--- config.mk ---
export PLATFORM = sky130hd
export DESIGN_NAME = mic_capture
export DESIGN_NICKNAME = d
export VERILOG_FILES = /design/src/rtl/mic_capture_pkg.sv /design/src/rtl/spi_adc_reader.sv /design/src/rtl/mic_capture.sv
export SDC_FILE = /design/constraint.sdc
export NUM_CORES = 1
export LEC_CHECK = 0
export BUFFER_PORTS_ARGS = -buffer_cell sky130_fd_sc_hd__buf_2
export CORE_ASPECT_RATIO = 0.9
export CORE_MARGIN = 5
export CORE_UTILIZATION = 30
export CTS_CLUSTER_DIAMETER = 60
export DETAILED_ROUTE_END_ITERATION = 10
export SLEW_MARGIN = 20
export SYNTH_ARGS = -nofsm -noshare
export SYNTH_HDL_FRONTEND = slang
export SYNTH_HIERARCHICAL = 1
export SYNTH_SLANG_ARGS = --single-unit
--- constraint.sdc ---
create_clock -name clock -period 5.5 [get_ports clock]
set_clock_uncertainty 0.1 [all_clocks]
set_input_delay 0.55 -clock clock [delete_from_list [all_inputs] [get_ports clock]]
set_output_delay 0.55 -clock clock [all_outputs]
set_load 0.02 [all_outputs]
--- src/rtl/mic_capture_pkg.sv ---
// rtl/mic_capture_pkg.sv - shared audio constants, ADC reader state type and helpers
package mic_capture_pkg;

    localparam int          MIC_FRAME_BITS = 16;
    localparam int          MIC_DATA_BITS  = 12;
    localparam logic [11:0] AUDIO_MIDSCALE = 12'h800;
    localparam int          LEVEL_MAX      = 9;

    typedef enum logic [1:0] {
        IDLE,
        LOW,
        HIGH,
        QUIET
    } mic_state_e;

    // Distance from mid-scale. Twelve bits, so the full negative swing (2048) fits.
    function automatic logic [11:0] audio_mag(input logic [11:0] s);
        return (s >= AUDIO_MIDSCALE) ? (s - AUDIO_MIDSCALE) : (AUDIO_MIDSCALE - s);
    endfunction

    // Loudness digit 0..9: (peak * 10) >> 11 in 15 bits, clamped at LEVEL_MAX.
    function automatic logic [3:0] audio_level(input logic [11:0] pk);
        logic [3:0] lvl;
        lvl = 4'((15'(pk) * 15'd10) >> 11);
        return (lvl > 4'(LEVEL_MAX)) ? 4'(LEVEL_MAX) : lvl;
    endfunction

endpackage

--- src/rtl/spi_adc_reader.sv ---
// rtl/spi_adc_reader.sv - SPI master for one 16-clock ADC frame per start pulse
//
// Ports:
//   clock, resetn        system clock, asynchronous active-low reset
//   start                begin a frame (ignored unless idle)
//   mic_miso             ADC serial data, asynchronous to clock
//   mic_cs_n, mic_sclk   ADC chip select (active low) and serial clock (idles high)
//   sample               last captured 12-bit sample
//   sample_valid         one-cycle pulse on the first QUIET cycle
module spi_adc_reader
    import mic_capture_pkg::*;
#(
    parameter int SCLK_HALF = 50
) (
    input  logic        clock,
    input  logic        resetn,
    input  logic        start,
    input  logic        mic_miso,
    output logic        mic_cs_n,
    output logic        mic_sclk,
    output logic [11:0] sample,
    output logic        sample_valid
);

    localparam int HALF_W = (SCLK_HALF > 1) ? $clog2(SCLK_HALF) : 1;

    mic_state_e                 state;
    logic [HALF_W-1:0]          half_cnt;
    logic [3:0]                 bit_cnt;
    // Only the data bits are kept: the four leading bits shift out of the top.
    logic [MIC_DATA_BITS-1:0]   shift;
    logic                       miso_meta;
    logic                       miso_sync;
    logic                       half_done;

    assign half_done = (half_cnt == HALF_W'(SCLK_HALF - 1));

    always_ff @(posedge clock or negedge resetn) begin
        if (!resetn) begin
            state        <= IDLE;
            half_cnt     <= '0;
            bit_cnt      <= '0;
            shift        <= '0;
            miso_meta    <= 1'b0;
            miso_sync    <= 1'b0;
            mic_cs_n     <= 1'b1;
            mic_sclk     <= 1'b1;
            sample       <= '0;
            sample_valid <= 1'b0;
        end else begin
            miso_meta    <= mic_miso;
            miso_sync    <= miso_meta;
            sample_valid <= 1'b0;
            case (state)
                IDLE: begin
                    if (start) begin
                        mic_cs_n <= 1'b0;
                        mic_sclk <= 1'b0;
                        half_cnt <= '0;
                        bit_cnt  <= '0;
                        state    <= LOW;
                    end
                end
                LOW: begin
                    if (half_done) begin
                        // Capture just before the rising edge, where ADC data is most settled.
                        shift    <= {shift[MIC_DATA_BITS-2:0], miso_sync};
                        mic_sclk <= 1'b1;
                        half_cnt <= '0;
                        state    <= HIGH;
                    end else begin
                        half_cnt <= half_cnt + HALF_W'(1);
                    end
                end
                HIGH: begin
                    if (half_done) begin
                        half_cnt <= '0;
                        if (bit_cnt == 4'(MIC_FRAME_BITS - 1)) begin
                            mic_cs_n     <= 1'b1;
                            sample       <= shift;
                            sample_valid <= 1'b1;
                            state        <= QUIET;
                        end else begin
                            bit_cnt  <= bit_cnt + 4'd1;
                            mic_sclk <= 1'b0;
                            state    <= LOW;
                        end
                    end else begin
                        half_cnt <= half_cnt + HALF_W'(1);
                    end
                end
                QUIET: begin
                    if (half_done) begin
                        half_cnt <= '0;
                        state    <= IDLE;
                    end else begin
                        half_cnt <= half_cnt + HALF_W'(1);
                    end
                end
                default: state <= IDLE;
            endcase
        end
    end

endmodule

--- src/rtl/mic_capture.sv ---
// rtl/mic_capture.sv - microphone ADC capture with windowed peak and 0..9 loudness
//
// Ports:
//   clock, resetn        system clock, asynchronous active-low reset
//   enable               start a conversion on each sample tick
//   mic_miso             ADC serial data
//   mic_cs_n, mic_sclk   ADC chip select and serial clock
//   sample, sample_valid last sample (offset binary) and its update pulse
//   peak                 max |sample - 0x800| over the last completed window (0..2048)
//   level                loudness digit 0..9 derived from peak
//   level_valid          one-cycle pulse when peak and level update
module mic_capture
    import mic_capture_pkg::*;
#(
    parameter int CLK_HZ      = 100_000_000,
    parameter int SAMPLE_HZ   = 20_000,
    parameter int SCLK_HALF   = 50,
    parameter int PEAK_WINDOW = 4000
) (
    input  logic        clock,
    input  logic        resetn,
    input  logic        enable,
    input  logic        mic_miso,
    output logic        mic_cs_n,
    output logic        mic_sclk,
    output logic [11:0] sample,
    output logic        sample_valid,
    output logic [11:0] peak,
    output logic [3:0]  level,
    output logic        level_valid
);

    localparam int TICK_DIV = CLK_HZ / SAMPLE_HZ;
    localparam int TICK_W   = (TICK_DIV > 1) ? $clog2(TICK_DIV) : 1;
    localparam int WIN_W    = (PEAK_WINDOW > 1) ? $clog2(PEAK_WINDOW) : 1;

    // A whole frame plus its quiet gap must fit between ticks.
    if (33 * SCLK_HALF >= TICK_DIV) begin : g_timing_check
        $error("mic_capture: 33*SCLK_HALF must be below CLK_HZ/SAMPLE_HZ");
    end

    logic [TICK_W-1:0] tick_cnt;
    logic              tick;
    logic [WIN_W-1:0]  win_cnt;
    logic [11:0]       acc;
    logic [11:0]       mag;
    logic [11:0]       win_max;

    // Free-running so the sample phase survives enable toggling.
    always_ff @(posedge clock or negedge resetn) begin
        if (!resetn) begin
            tick_cnt <= '0;
            tick     <= 1'b0;
        end else if (tick_cnt == TICK_W'(TICK_DIV - 1)) begin
            tick_cnt <= '0;
            tick     <= 1'b1;
        end else begin
            tick_cnt <= tick_cnt + TICK_W'(1);
            tick     <= 1'b0;
        end
    end

    spi_adc_reader #(
        .SCLK_HALF (SCLK_HALF)
    ) u_reader (
        .clock        (clock),
        .resetn       (resetn),
        .start        (tick & enable),
        .mic_miso     (mic_miso),
        .mic_cs_n     (mic_cs_n),
        .mic_sclk     (mic_sclk),
        .sample       (sample),
        .sample_valid (sample_valid)
    );

    always_comb begin
        mag     = audio_mag(sample);
        win_max = (mag > acc) ? mag : acc;
    end

    always_ff @(posedge clock or negedge resetn) begin
        if (!resetn) begin
            win_cnt     <= '0;
            acc         <= '0;
            peak        <= '0;
            level       <= '0;
            level_valid <= 1'b0;
        end else begin
            level_valid <= 1'b0;
            if (sample_valid) begin
                if (win_cnt == WIN_W'(PEAK_WINDOW - 1)) begin
                    win_cnt     <= '0;
                    acc         <= '0;
                    peak        <= win_max;
                    level       <= audio_level(win_max);
                    level_valid <= 1'b1;
                end else begin
                    win_cnt <= win_cnt + WIN_W'(1);
                    acc     <= win_max;
                end
            end
        end
    end

endmodule

==> summary.txt <==
CTS tree: yes
gpl congestion: 0.868
CP Capture Type: flip-flop
switching pwr: 0.000283 W
synthesized instance count: 506
Peak VDD IR: 0.134 mV
critical path, cell by cell: inv_2, ha_2, nand2_1, nor2_2, a31oi_1, xor2_1, ha_1, nand4_4, or3_4, a21oi_4, buf_12, nor2_1, a21oi_2, inv_1, ha_1, ha_4, nand3_2, or3_1, o311ai_1, o21ai_1, or3b_1, mux2_4, o21ai_1, a31o_1
Worst-Skew Late Latency: 0.34 ns
CTS Hold Bufs: 0
slowest stage delay, CP: 0.44 ns
placed insts: 779
Hold Path Class: primary input to async pin
vias in the first global route: 3,897
Gate power share: 1.1%
aggregate routed wire length: 11.3 mm
DR iter-0 viols: 207
routed len/inst: 14.0 um
drt pass-1 iters: 4
Vias: 3,887
worst setup margin: 0.242 ns
count of cell types in the netlist: 67
sequential share of power: 54.4%
total chip power: 0.00130 W
Vias/cell: 4.84
Yosys reg bits: 96
max-slew violation count: 0
Synth Net Count: 546
# setup viols final: 0
Clock transition at path regs: 0.07 ns
Least-Margin Pin Slew: 0.850 ns
H-tree lvl count: 3
P&R area growth vs syn: 20.6%
shortest period the worst path allows: 5.26 ns
Initial Utilization: 30.8%
Post-synth EDFFs: 0
WP data arrival: 5.43 ns
first-pass GRT wire length: 18.9 mm
Rel. slew slack: 42.9%
total CTS buffers: 9
Buf/Inv on CP: 3
DIE HEIGHT: 135 um
startpoint types: flip-flop
synthesized cell area: 5240 um2
Finished Core Util: 37.2%
Internal Pwr Total: 0.00102 W
maximum clock frequency: 0.190 GHz
Detail Route Antenna Nets: 0
Rows: 45
largest net degree at the start of global routing: 62
yosys warns: 6
Clk pwr share: 44.5%
hpwl dp: 8.21 mm
Req. time, crit path: 5.67 ns
Setup CP Type: flip-flop to flip-flop
Top Family by Delay on Critical Path: simple AND/OR/NAND/NOR gates
Root Driver: clkbuf_16
initial antenna violation count: 0
fin crit share: 95.6%
leakage: 3.19 nW
crit path max fanout: 14
Worst path slowest cell: dfrtp_2
Sw Share: 21.8%
maxcap violations: 0
Seq/Total Area, Yosys: 45.9%
GR Overflow Total: 0
DRC Markers: 0
count of non-filler cells in the finished layout: 803
Final Hold Vio Count: 0
post-synthesis async set-or-reset flop share: 100%
port bufs: 35
ys flop type: dfrtp_1
n_diodes: 0
I/O pins: 36
Syn Area/Cell: 10.4 um2
worst-case clock buffer depth: 2
Place WS: -0.0913 ns
outcome: finished clean
Core Region: 17,000 um2
Final nets: 604
clk sinks: 96
Worst Hold Slack: 0.0592 ns
Die ar.: 20,200 um2
gr usage total: 11.4%
Pwr Density: 206 nW/um2
Die Span X: 149 um
layout cells sized above 1: 25.4%
per-stage QoR:
step	area, um2	TNS, ns
final	6320	0
after global routing	6320	-0.0363
after CTS	6090	0
after detailed placement	5780	-0.0913
after global placement	5780	0
after floorplan	5240	0
metal layers:
metal | GRT usage (%) | vias to the layer above | wire length [um]
met4 | 2.34 | 0 | 75
met2 | 17.6 | 63 | 5070
met1 | 16.0 | 1921 | 5580
met5 | 0 | - | 0
met3 | 3.08 | 9 | 531
li1 | - | 1894 | -
sequential cells by signal (all words and copies together), names as in the netlist, 2 cells and up:
name	count
tick_cnt	13
acc	12
peak	12
u_reader/sample	12
u_reader/shift	12
win_cnt	12
u_reader/half_cnt	6
level	4
u_reader/bit_cnt	4
u_reader/state	2
path summary, 6_finish.rpt:
path	from	endpoint	slack, ns	cells after the start
max	u_reader/sample[0]$_DFFE_PN0P_	level[0]$_DFFE_PN0P_	0.24	24
min	resetn	win_cnt[8]$_DFFE_PN0P_	0.06	1
min in group clock	mic_miso	u_reader/miso_meta$_DFF_PN0_	0.22	1
max in group asynchronous	resetn	u_reader/sample[11]$_DFFE_PN0P_	4.06	2
min reg2reg	u_reader/miso_meta$_DFF_PN0_	u_reader/miso_sync$_DFF_PN0_	0.30	0
max reg2reg	u_reader/sample[0]$_DFFE_PN0P_	level[0]$_DFFE_PN0P_	0.24	24
cells in the final DEF, fill, tap and decap left out, types with 3 or more instances in the layout:
master     synthesis  final
dfrtp_1           94     91
nand2_1           42     42
nor2_1            39     38
inv_1             36     35
buf_2              4     34
ha_1              36     33
buf_4              1     30
nand3_1           23     22
xor2_1            18     16
o21ai_0           18     16
xnor2_1           17     15
a21oi_1           23     14
o22ai_1           12     12
a21oi_2            2     10
nor3_1            10     10
mux2_4            10     10
clkbuf_16          0      9
mux2_2             8      8
mux2_1             8      8
nand4_1            6      6
and3_1             6      6
mux2i_1            5      5
nor2b_1            5      5
a22o_1             5      5
o211ai_1           5      5
o21ai_2            1      3
o21a_1             3      3
and2_1             3      3
o21ai_1            3      3
o31ai_1            4      3
nand3b_1           3      3
dfrtp_2            0      3
synth_stat cells, types with 4 or more instances:
master | instances | area (um2)
nor3_1 | 10 | 50.1
nor2_1 | 39 | 146
dfrtp_1 | 94 | 2350
o21ai_0 | 18 | 90.1
mux2_2 | 8 | 90.1
mux2_1 | 8 | 90.1
nor2b_1 | 5 | 31.3
mux2i_1 | 5 | 50.1
mux2_4 | 10 | 150
xnor2_1 | 17 | 149
inv_1 | 36 | 135
clkbuf_1 | 12 | 45.0
a21oi_1 | 23 | 115
o211ai_1 | 5 | 37.5
o22ai_1 | 12 | 75.1
a22o_1 | 5 | 43.8
o31ai_1 | 4 | 30.0
ha_1 | 36 | 450
nand2_1 | 42 | 158
buf_2 | 4 | 20.0
and3_1 | 6 | 37.5
nand3_1 | 23 | 115
nand4_1 | 6 | 37.5
xor2_1 | 18 | 158
timing repair:
| action | in CTS | in global routing |
|---|---|---|
| pin swaps | 1 | 7 |
| buffers inserted | 3 | 6 |
| resized for setup | 1 | 36 |
| endpoints found under the setup margin | 2 | 4 |
cell type report:
class                      count  area [um2]
inverter                      37         139
clock inverter                 5        43.8
timing repair buffer          65         415
fill                        1691       10700
clock buffer                  10         229
sequential                    96        2410
tap                          235         294
multi-input combinational    355        2790
power by group through the flow:
| stage | Sequential (W) | Clock [W] | Combinational, W |
|---|---|---|---|
| floorplan | 0.000720 | 0 | 0.0000000138 |
| global placement | 0.000720 | 0 | 0.0000156 |
| detailed placement | 0.000720 | 0 | 0.0000163 |
| CTS | 0.000707 | 0.000597 | 0.0000163 |
| global route | 0.000706 | 0.000630 | 0.0000186 |
| finish | 0.000707 | 0.000578 | 0.0000147 |
worst reg2reg max path, delay by kind of cell (launching register included):
kind / cells / cell delay, ns
and+or+nand+nor: 8 / 1.68
adders and majority gates: 4 / 1.21
xor gates and xnor gates: 1 / 0.17
muxes: 1 / 0.30
buffers and inverters: 3 / 0.34
AOI/OAI and AO/OA: 7 / 0.96
DFF: 1 / 0.44
cell families (layout without fill, tap and decap cells):
kind of cell,count (synthesis),in the layout,share of synthesized area (%)
buffers and inverters,55,117,4.25
DFF,96,96,45.9
and+or+nand+nor,158,158,15.9
muxes,32,32,7.52
xor gates and xnor gates,35,35,5.85
AOI/OAI and AO/OA,94,94,12.0
adders and majority gates,36,36,8.60
Power figures use the tool's default switching activity.
